`src/rtl/vdp_slot_io_bridge_if.sv`:
```
// Request channel between the slot I/O bridge and the VDP core.
// The bridge is the master: it issues valid/ready requests and receives read data
// on a one-cycle bus_rdata_en strobe.
interface vdp_slot_io_bridge_if;
  logic       bus_valid;
  logic       bus_ready;
  logic       bus_write;
  logic [1:0] bus_address;
  logic [7:0] bus_wdata;
  logic [7:0] bus_rdata;
  logic       bus_rdata_en;

  modport master (
    output bus_valid,
    output bus_write,
    output bus_address,
    output bus_wdata,
    input  bus_ready,
    input  bus_rdata,
    input  bus_rdata_en
  );

  modport slave (
    input  bus_valid,
    input  bus_write,
    input  bus_address,
    input  bus_wdata,
    output bus_ready,
    output bus_rdata,
    output bus_rdata_en
  );
endinterface

```
`src/rtl/vdp_slot_io_bridge.sv`:
```
// MSX cartridge-slot I/O front end for the VDP core.
// Synchronises the asynchronous Z80 bus, decodes the four VDP ports at IO_BASE,
// turns each I/O cycle into exactly one request on the core bus, returns read
// data, and drives the slot WAIT, data-direction and INT pins.
module vdp_slot_io_bridge #(
  parameter logic [7:0] IO_BASE = 8'h88
) (
  input  logic                        clk,
  input  logic                        reset_n,
  input  logic                        slot_iorq_n,
  input  logic                        slot_rd_n,
  input  logic                        slot_wr_n,
  input  logic [7:0]                  slot_a,
  input  logic [7:0]                  slot_d_in,
  output logic [7:0]                  slot_d_out,
  output logic                        slot_data_dir,
  output logic                        slot_wait,
  output logic                        slot_intr,
  input  logic                        init_busy,
  input  logic                        vdp_int_n,
  vdp_slot_io_bridge_if.master        bus
);

  localparam logic [1:0] ST_IDLE  = 2'd0;
  localparam logic [1:0] ST_REQ   = 2'd1;
  localparam logic [1:0] ST_RDATA = 2'd2;
  localparam logic [1:0] ST_DONE  = 2'd3;

  localparam logic [5:0] PORT_TAG = IO_BASE[7:2];

  // Two-stage synchronisers; control strobes are packed {iorq_n, rd_n, wr_n}
  logic [2:0] ctrl_meta_q, ctrl_q;
  logic [7:0] a_meta_q, a_q;
  logic [7:0] d_meta_q, d_q;

  logic       s_iorq_n, s_rd_n, s_wr_n;
  logic [7:0] s_a, s_d;

  // Request state
  logic [1:0] state_q, state_d;
  logic [1:0] addr_q, addr_d;
  logic       write_q, write_d;
  logic [7:0] wdata_q, wdata_d;

  // Slot-side state
  logic [7:0] dout_q, dout_d;
  logic       dir_q, dir_d;
  logic       wait_q, wait_d;
  logic       intr_q;
  // Set once the current IORQ cycle has been consumed (forwarded or ignored),
  // so a single long access never triggers a second request.
  logic       owned_q, owned_d;

  logic       hit;
  logic       new_hit;
  logic       accept;
  logic       read_pend;

  // Bring the asynchronous Z80 bus into the clk domain
  always_ff @(posedge clk or negedge reset_n) begin
    if (!reset_n) begin
      ctrl_meta_q <= 3'b111;
      ctrl_q      <= 3'b111;
      a_meta_q    <= 8'h00;
      a_q         <= 8'h00;
      d_meta_q    <= 8'h00;
      d_q         <= 8'h00;
    end else begin
      ctrl_meta_q <= {slot_iorq_n, slot_rd_n, slot_wr_n};
      ctrl_q      <= ctrl_meta_q;
      a_meta_q    <= slot_a;
      a_q         <= a_meta_q;
      d_meta_q    <= slot_d_in;
      d_q         <= d_meta_q;
    end
  end

  assign s_iorq_n = ctrl_q[2];
  assign s_rd_n   = ctrl_q[1];
  assign s_wr_n   = ctrl_q[0];
  assign s_a      = a_q;
  assign s_d      = d_q;

  // Port decode; a hit is "new" only if this IORQ cycle has not been consumed yet
  always_comb begin
    hit       = ~s_iorq_n & (~s_wr_n | ~s_rd_n) & (s_a[7:2] == PORT_TAG);
    new_hit   = hit & ~owned_q;
    accept    = (state_q == ST_IDLE) & new_hit & ~init_busy;
    read_pend = ((state_q == ST_REQ) | (state_q == ST_RDATA)) & ~write_q;
  end

  // Request FSM: latch the access, hand it to the core, collect read data,
  // then hold off until the Z80 ends this IORQ cycle (or a new one is already waiting)
  always_comb begin
    state_d = state_q;
    addr_d  = addr_q;
    write_d = write_q;
    wdata_d = wdata_q;
    dout_d  = dout_q;
    case (state_q)
      ST_IDLE: begin
        if (accept) begin
          addr_d  = s_a[1:0];
          write_d = ~s_wr_n;
          wdata_d = s_d;
          state_d = ST_REQ;
        end
      end
      ST_REQ: begin
        if (bus.bus_ready) begin
          state_d = write_q ? ST_DONE : ST_RDATA;
        end
      end
      ST_RDATA: begin
        if (bus.bus_rdata_en) begin
          dout_d  = bus.bus_rdata;
          state_d = ST_DONE;
        end
      end
      default: begin
        // owned_q drops when the serviced cycle ends, which also releases a
        // stretched access that arrived while the previous request was pending
        if (s_iorq_n | ~owned_q) begin
          state_d = ST_IDLE;
        end
      end
    endcase
  end

  // Slot-side next state: cycle ownership, data direction and WAIT
  always_comb begin
    // Ownership: cleared between IORQ cycles, taken when IDLE sees a hit
    // (also when init_busy drops it, so that access is never forwarded late)
    owned_d = owned_q;
    if (s_iorq_n) begin
      owned_d = 1'b0;
    end else if ((state_q == ST_IDLE) & new_hit) begin
      owned_d = 1'b1;
    end

    // Drive the slot data bus from an accepted read until /RD or /IORQ rises
    dir_d = dir_q;
    if (s_rd_n | s_iorq_n) begin
      dir_d = 1'b0;
    end else if (accept & s_wr_n) begin
      dir_d = 1'b1;
    end

    // Writes accepted from IDLE are posted; reads and stretched accesses wait
    wait_d = init_busy
           | read_pend
           | (new_hit & (state_q != ST_IDLE))
           | (accept & s_wr_n);
  end

  // State registers for the request FSM and slot-side outputs
  always_ff @(posedge clk or negedge reset_n) begin
    if (!reset_n) begin
      state_q <= ST_IDLE;
      addr_q  <= 2'd0;
      write_q <= 1'b0;
      wdata_q <= 8'h00;
      dout_q  <= 8'h00;
      dir_q   <= 1'b0;
      wait_q  <= 1'b1;
      owned_q <= 1'b0;
      intr_q  <= 1'b0;
    end else begin
      state_q <= state_d;
      addr_q  <= addr_d;
      write_q <= write_d;
      wdata_q <= wdata_d;
      dout_q  <= dout_d;
      dir_q   <= dir_d;
      wait_q  <= wait_d;
      owned_q <= owned_d;
      intr_q  <= ~vdp_int_n;
    end
  end

  assign bus.bus_valid   = (state_q == ST_REQ);
  assign bus.bus_write   = write_q;
  assign bus.bus_address = addr_q;
  assign bus.bus_wdata   = wdata_q;

  assign slot_d_out    = dout_q;
  assign slot_data_dir = dir_q;
  assign slot_wait     = wait_q;
  assign slot_intr     = intr_q;

endmodule

```
`src/flat_wrapper.sv`:
```
// flat-port wrapper written by rule: the top's interface ports become plain ports
module vdp_slot_io_bridge_flat 
#(
  parameter logic [7:0] IO_BASE = 8'h88
)
  (clk, reset_n, slot_iorq_n, slot_rd_n, slot_wr_n, slot_a, slot_d_in, slot_d_out, slot_data_dir, slot_wait, slot_intr, init_busy, vdp_int_n, bus_bus_valid, bus_bus_write, bus_bus_address, bus_bus_wdata, bus_bus_ready, bus_bus_rdata, bus_bus_rdata_en);
  vdp_slot_io_bridge_if bus_i ();
  input  logic clk;
  input  logic reset_n;
  input  logic slot_iorq_n;
  input  logic slot_rd_n;
  input  logic slot_wr_n;
  input  logic [7:0] slot_a;
  input  logic [7:0] slot_d_in;
  output logic [7:0] slot_d_out;
  output logic slot_data_dir;
  output logic slot_wait;
  output logic slot_intr;
  input  logic init_busy;
  input  logic vdp_int_n;
  output wire logic [$bits(bus_i.bus_valid)-1:0] bus_bus_valid;
  output wire logic [$bits(bus_i.bus_write)-1:0] bus_bus_write;
  output wire logic [$bits(bus_i.bus_address)-1:0] bus_bus_address;
  output wire logic [$bits(bus_i.bus_wdata)-1:0] bus_bus_wdata;
  input wire logic [$bits(bus_i.bus_ready)-1:0] bus_bus_ready;
  input wire logic [$bits(bus_i.bus_rdata)-1:0] bus_bus_rdata;
  input wire logic [$bits(bus_i.bus_rdata_en)-1:0] bus_bus_rdata_en;
  assign bus_bus_valid = bus_i.bus_valid;
  assign bus_bus_write = bus_i.bus_write;
  assign bus_bus_address = bus_i.bus_address;
  assign bus_bus_wdata = bus_i.bus_wdata;
  assign bus_i.bus_ready = bus_bus_ready;
  assign bus_i.bus_rdata = bus_bus_rdata;
  assign bus_i.bus_rdata_en = bus_bus_rdata_en;
  vdp_slot_io_bridge #(.IO_BASE(IO_BASE)) u_core (.clk(clk), .reset_n(reset_n), .slot_iorq_n(slot_iorq_n), .slot_rd_n(slot_rd_n), .slot_wr_n(slot_wr_n), .slot_a(slot_a), .slot_d_in(slot_d_in), .slot_d_out(slot_d_out), .slot_data_dir(slot_data_dir), .slot_wait(slot_wait), .slot_intr(slot_intr), .init_busy(init_busy), .vdp_int_n(vdp_int_n), .bus(bus_i));
endmodule
```
`config.mk`:
```
export PLATFORM = sky130hd
export DESIGN_NAME = vdp_slot_io_bridge_flat
export DESIGN_NICKNAME = d
export VERILOG_FILES = /design/src/rtl/vdp_slot_io_bridge_if.sv /design/src/rtl/vdp_slot_io_bridge.sv /design/src/flat_wrapper.sv
export SDC_FILE = /design/constraint.sdc
export NUM_CORES = 1
export LEC_CHECK = 0
export ABC_AREA = 1
export ABC_CLOCK_PERIOD_IN_PS = 1800
export CAP_MARGIN = 5
export CORE_UTILIZATION = 44
export DETAILED_ROUTE_END_ITERATION = 12
export PLACE_DENSITY = 0.74
export SLEW_MARGIN = 30
export SYNTH_ARGS = -nofsm -noshare
export SYNTH_HDL_FRONTEND = slang
export SYNTH_SLANG_ARGS = --single-unit
```
`constraint.sdc`:
```
create_clock -name clk -period 1.8 [get_ports clk]
set_input_delay 0.36 -clock clk [delete_from_list [all_inputs] [get_ports clk]]
set_output_delay 0.36 -clock clk [all_outputs]
set_load 0.005 [all_outputs]
```
==> summary.md <==
| Metric | Value |
|---|---|
| DR iter-0 viols | `43` |
| Vias in the first global route | `between 1k and 1.5k` |
| FMAX | `about 590 MHz` |
| Dominant cell type by area after synthesis | `dfrtp_1` |
| Mux contribution to synthesized area | `under 10%` |
| Core Box Area | `~4500 sq um` |
| Synth cell types | `23` |
| R2r worst-path depth | `4` |
| Post-synthesis cell count | `approximately 160` |
| Deepest clock path buffer count | `2` |
| All-Layer GR Usage | `around 16%` |
| Largest family of logic cells by synthesized area | `simple AND/OR/NAND/NOR gates` |
| Root buf cell | `clkbuf_8` |
| Hold WS | `-0.00870 ns` |
| Simple-gate share of the synthesized area | `between 10% and 20%` |
| Total wire length | `3340 microns` |
| NumNets Final | `~260` |
| PD cells | `1310 nW/um^2` |
| Pin slew with the least headroom to its limit | `a little under 0.5 ns` |
| TritonCTS clock tree | `yes` |
| Ys Warns | `0` |
| Family with the most delay on the worst path | `flip-flops` |
| LEAKAGE | `1.38 nW` |
| Rows | `24` |
| CP Data Required Time | `approximately 1.4 ns` |
| Largest net degree at the start of global routing | `30` |
| Failing checks | `negative hold slack` |
| First-pass iteration count of the detailed router | `6` |
| Setup violations, final | `0` |
| WL/cell | `between 10 and 15 microns` |
| Hold Path Class | `input pin to asynchronous set/reset pin` |
| Residual DRC count | `0` |
| H-tree levels | `3` |
| Compound-Gate Fraction of Synth Area | `2.26%` |
| WP depth | `1` |
| Element type at the critical path start | `flop` |
| Vias | `about 1.3k` |
| CP cell instances | `clkdlybuf4s50_1` |
| CP max FO | `1` |
| Area grow syn2layout | `41.8%` |
| Critical Path AT | `1.32 ns` |
| Layout Utilization | `between 60 and 70%` |
| Diode count | `0` |
| DIE AREA | `5060 sq um` |
| Fraction of layout cells with a size suffix above 1 | `between 20 and 25%` |
| Initial antenna violation count | `0` |
| Number of max-cap violations | `0` |
| Total power | `around 3.9 mW` |
| Final Hold Violating Endpoints | `12` |
| Final non-filler cell total | `approximately 280` |
| Ports | `between 50 and 60` |
| Critical path class | `flop to output pin` |
| Period minus WS final | `~1.7 ns` |
| Unrepaired setup endpoints after global routing | `no` |
| Critical-path top delay cell | `dfstp_2` |
| Post-synthesis register bit count | `63` |
| GRT overflow | `0` |
| Post-synth top area share | `66.7%` |
| Crit. End Element | `output pin` |
| Part of the Yosys area used for sequential elements | `75.4%` |
| XOR/XNOR share of the synthesized area | `0%` |
| I/O Buffers | `55` |
| CTS clk-pin slew, worst paths | `approximately 0.070 ns` |
| Worst ir drop on vdd | `roughly 0.90 mV` |
| DP Cell Count | `approximately 270` |
| Status | `finished with violations` |
| Total clock sinks | `63` |
| GP Congestion | `around 0.71` |
| Post-Syn Area | `2100 sq um` |
| Worst path max stage delay | `0.51 ns` |
| Adder-Cell Fraction of Synth Area | `around 2.4%` |
| Post-Syn Area per Cell | `approximately 13 sq um` |
| Worst skew pair latency | `approximately 0.33 ns` |
| Setup_tns | `0 ns` |
| Global-route wire length before repair | `5850 microns` |
| Final ANT Viol Nets | `0` |
| Die Y | `between 70 and 80 microns` |
| Synthesized Nets | `between 150 and 200` |
| Pins Over Slew Limit | `0` |
| Width of the die | `between 70 and 80 microns` |
| Initial Util | `about 47%` |
| Detail Placement HPWL | `2400 microns` |
| Buf/Inv on CP | `1` |
| Vias/cell | `4.58` |
| Top cells by area, synth | `dfrtp_1 (67%), dfstp_2 (8.8%), nand2_1 (7.5%)` |
| Final Cycle Share | `93.4%` |
| Worst-case clock skew | `about 0.011 ns` |
| TritonCTS buffer count | `9` |
| Rel. slew slack | `roughly 67%` |
kinds of logic after synthesis:
group	count (synthesis)
simple gates	56
fa+ha+maj	4
buf+inv	18
mux	8
flops	63
compound gates	8
state kept, by name, indices dropped and copies added, names as in the netlist:
| name | count |
|---|---|
| u_core.bus.bus_address | 2 |
| u_core.d_meta_q | 8 |
| u_core.slot_wait | 1 |
| u_core.ctrl_meta_q | 3 |
| u_core.d_q | 8 |
| u_core.ctrl_q | 3 |
| u_core.a_meta_q | 8 |
| u_core.a_q | 8 |
| u_core.slot_d_out | 8 |
| u_core.slot_data_dir | 1 |
| u_core.state_q | 2 |
| u_core.bus.bus_write | 1 |
| u_core.owned_q | 1 |
| u_core.bus.bus_wdata | 8 |
| u_core.slot_intr | 1 |
placed cells by master, fill, tap and decap left out, types with 2 or more instances in the layout:
| master | count |
|---|---|
| clkinv_2 | 2 |
| clkbuf_8 | 11 |
| ha_1 | 3 |
| dfstp_2 | 7 |
| nand2_2 | 2 |
| nand3_1 | 4 |
| bufinv_16 | 2 |
| clkbuf_1 | 2 |
| o22ai_1 | 2 |
| nor2_2 | 2 |
| dfrtp_1 | 55 |
| mux2_2 | 8 |
| clkdlybuf4s50_1 | 53 |
| buf_4 | 3 |
| inv_2 | 3 |
| inv_1 | 13 |
| nand2_1 | 42 |
| a21oi_1 | 3 |
layer usage:
| layer | vias to the layer above | wire, microns | global-route usage (%) | part of all wire, % |
|---|---|---|---|---|
| met5 | - | 0 | 0 | 0 |
| met4 | 0 | 93 | 12.0 | 2.8 |
| met3 | 8 | 155 | 4.70 | 4.6 |
| met2 | 34 | 1690 | 25.1 | 51 |
| met1 | 629 | 1400 | 18.7 | 42 |
| li1 | 625 | - | - | - |
metrics by stage:
stage | cell area, sq um | worst slack, ns
after floorplan | 2100 | 0.475
after global placement | 2730 | 0.249
after detailed placement | 2730 | 0.236
after CTS | 2980 | 0.103
after global routing | 2980 | 0.0893
final | 2980 | 0.119
what timing repair did:
action                                  4_1_cts  5_1_grt
hold buffers                                  0        0
resized for setup                             5        0
setup buffers                                 2        0
hold endpoints to repair                      0        0
endpoints found under the setup margin        1        0
cell usage after synthesis:
master / number
nand4_1: 1
nor3_1: 1
a21oi_1: 3
inv_1: 14
nor2_1: 1
mux2_2: 8
ha_1: 4
o22ai_1: 2
nor2_2: 2
nor2_4: 1
or2_2: 1
dfstp_2: 7
o21bai_1: 1
dfrtp_1: 56
nand2_2: 2
a22oi_1: 1
buf_6: 1
nand3_4: 1
o21ai_0: 1
nand3_1: 4
inv_2: 2
clkinv_2: 1
nand2_1: 42
report_power, final:
| group | internal (mW) | leakage [nW] | total [mW] | switching, mW |
|---|---|---|---|---|
| registers | 1.62 | 0.757 | 1.72 | 0.0999 |
| logic | 0.511 | 0.510 | 0.848 | 0.337 |
| clock network | 0.855 | 0.114 | 1.34 | 0.488 |
area by class of cell:
cell class | instances | area [sq um]
sequential | 63 | 1590
fill | 343 | 1490
timing repair buffer | 59 | 587
multi-input combinational | 76 | 453
clock buffer | 13 | 159
clock inverter | 3 | 65.1
inverter | 17 | 65.1
tap | 52 | 65.1
path summary, 6_finish.rpt:
path	startpoint	endpoint	slack (ns)
hold / removal	reset_n	u_core.slot_data_dir	-0.009
hold reg to reg	u_core.a_meta_q[2]	u_core.a_q[2]	0.35
setup reg to reg	u_core.state_q[1]	u_core.slot_d_out[7]	0.29
max in group asynchronous	reset_n	u_core.ctrl_meta_q[1]	1.23
setup / recovery	u_core.slot_wait	slot_wait	0.12
min in group clk	u_core.a_meta_q[2]	u_core.a_q[2]	0.35
Note: power is estimated with default switching activity, not from simulation.
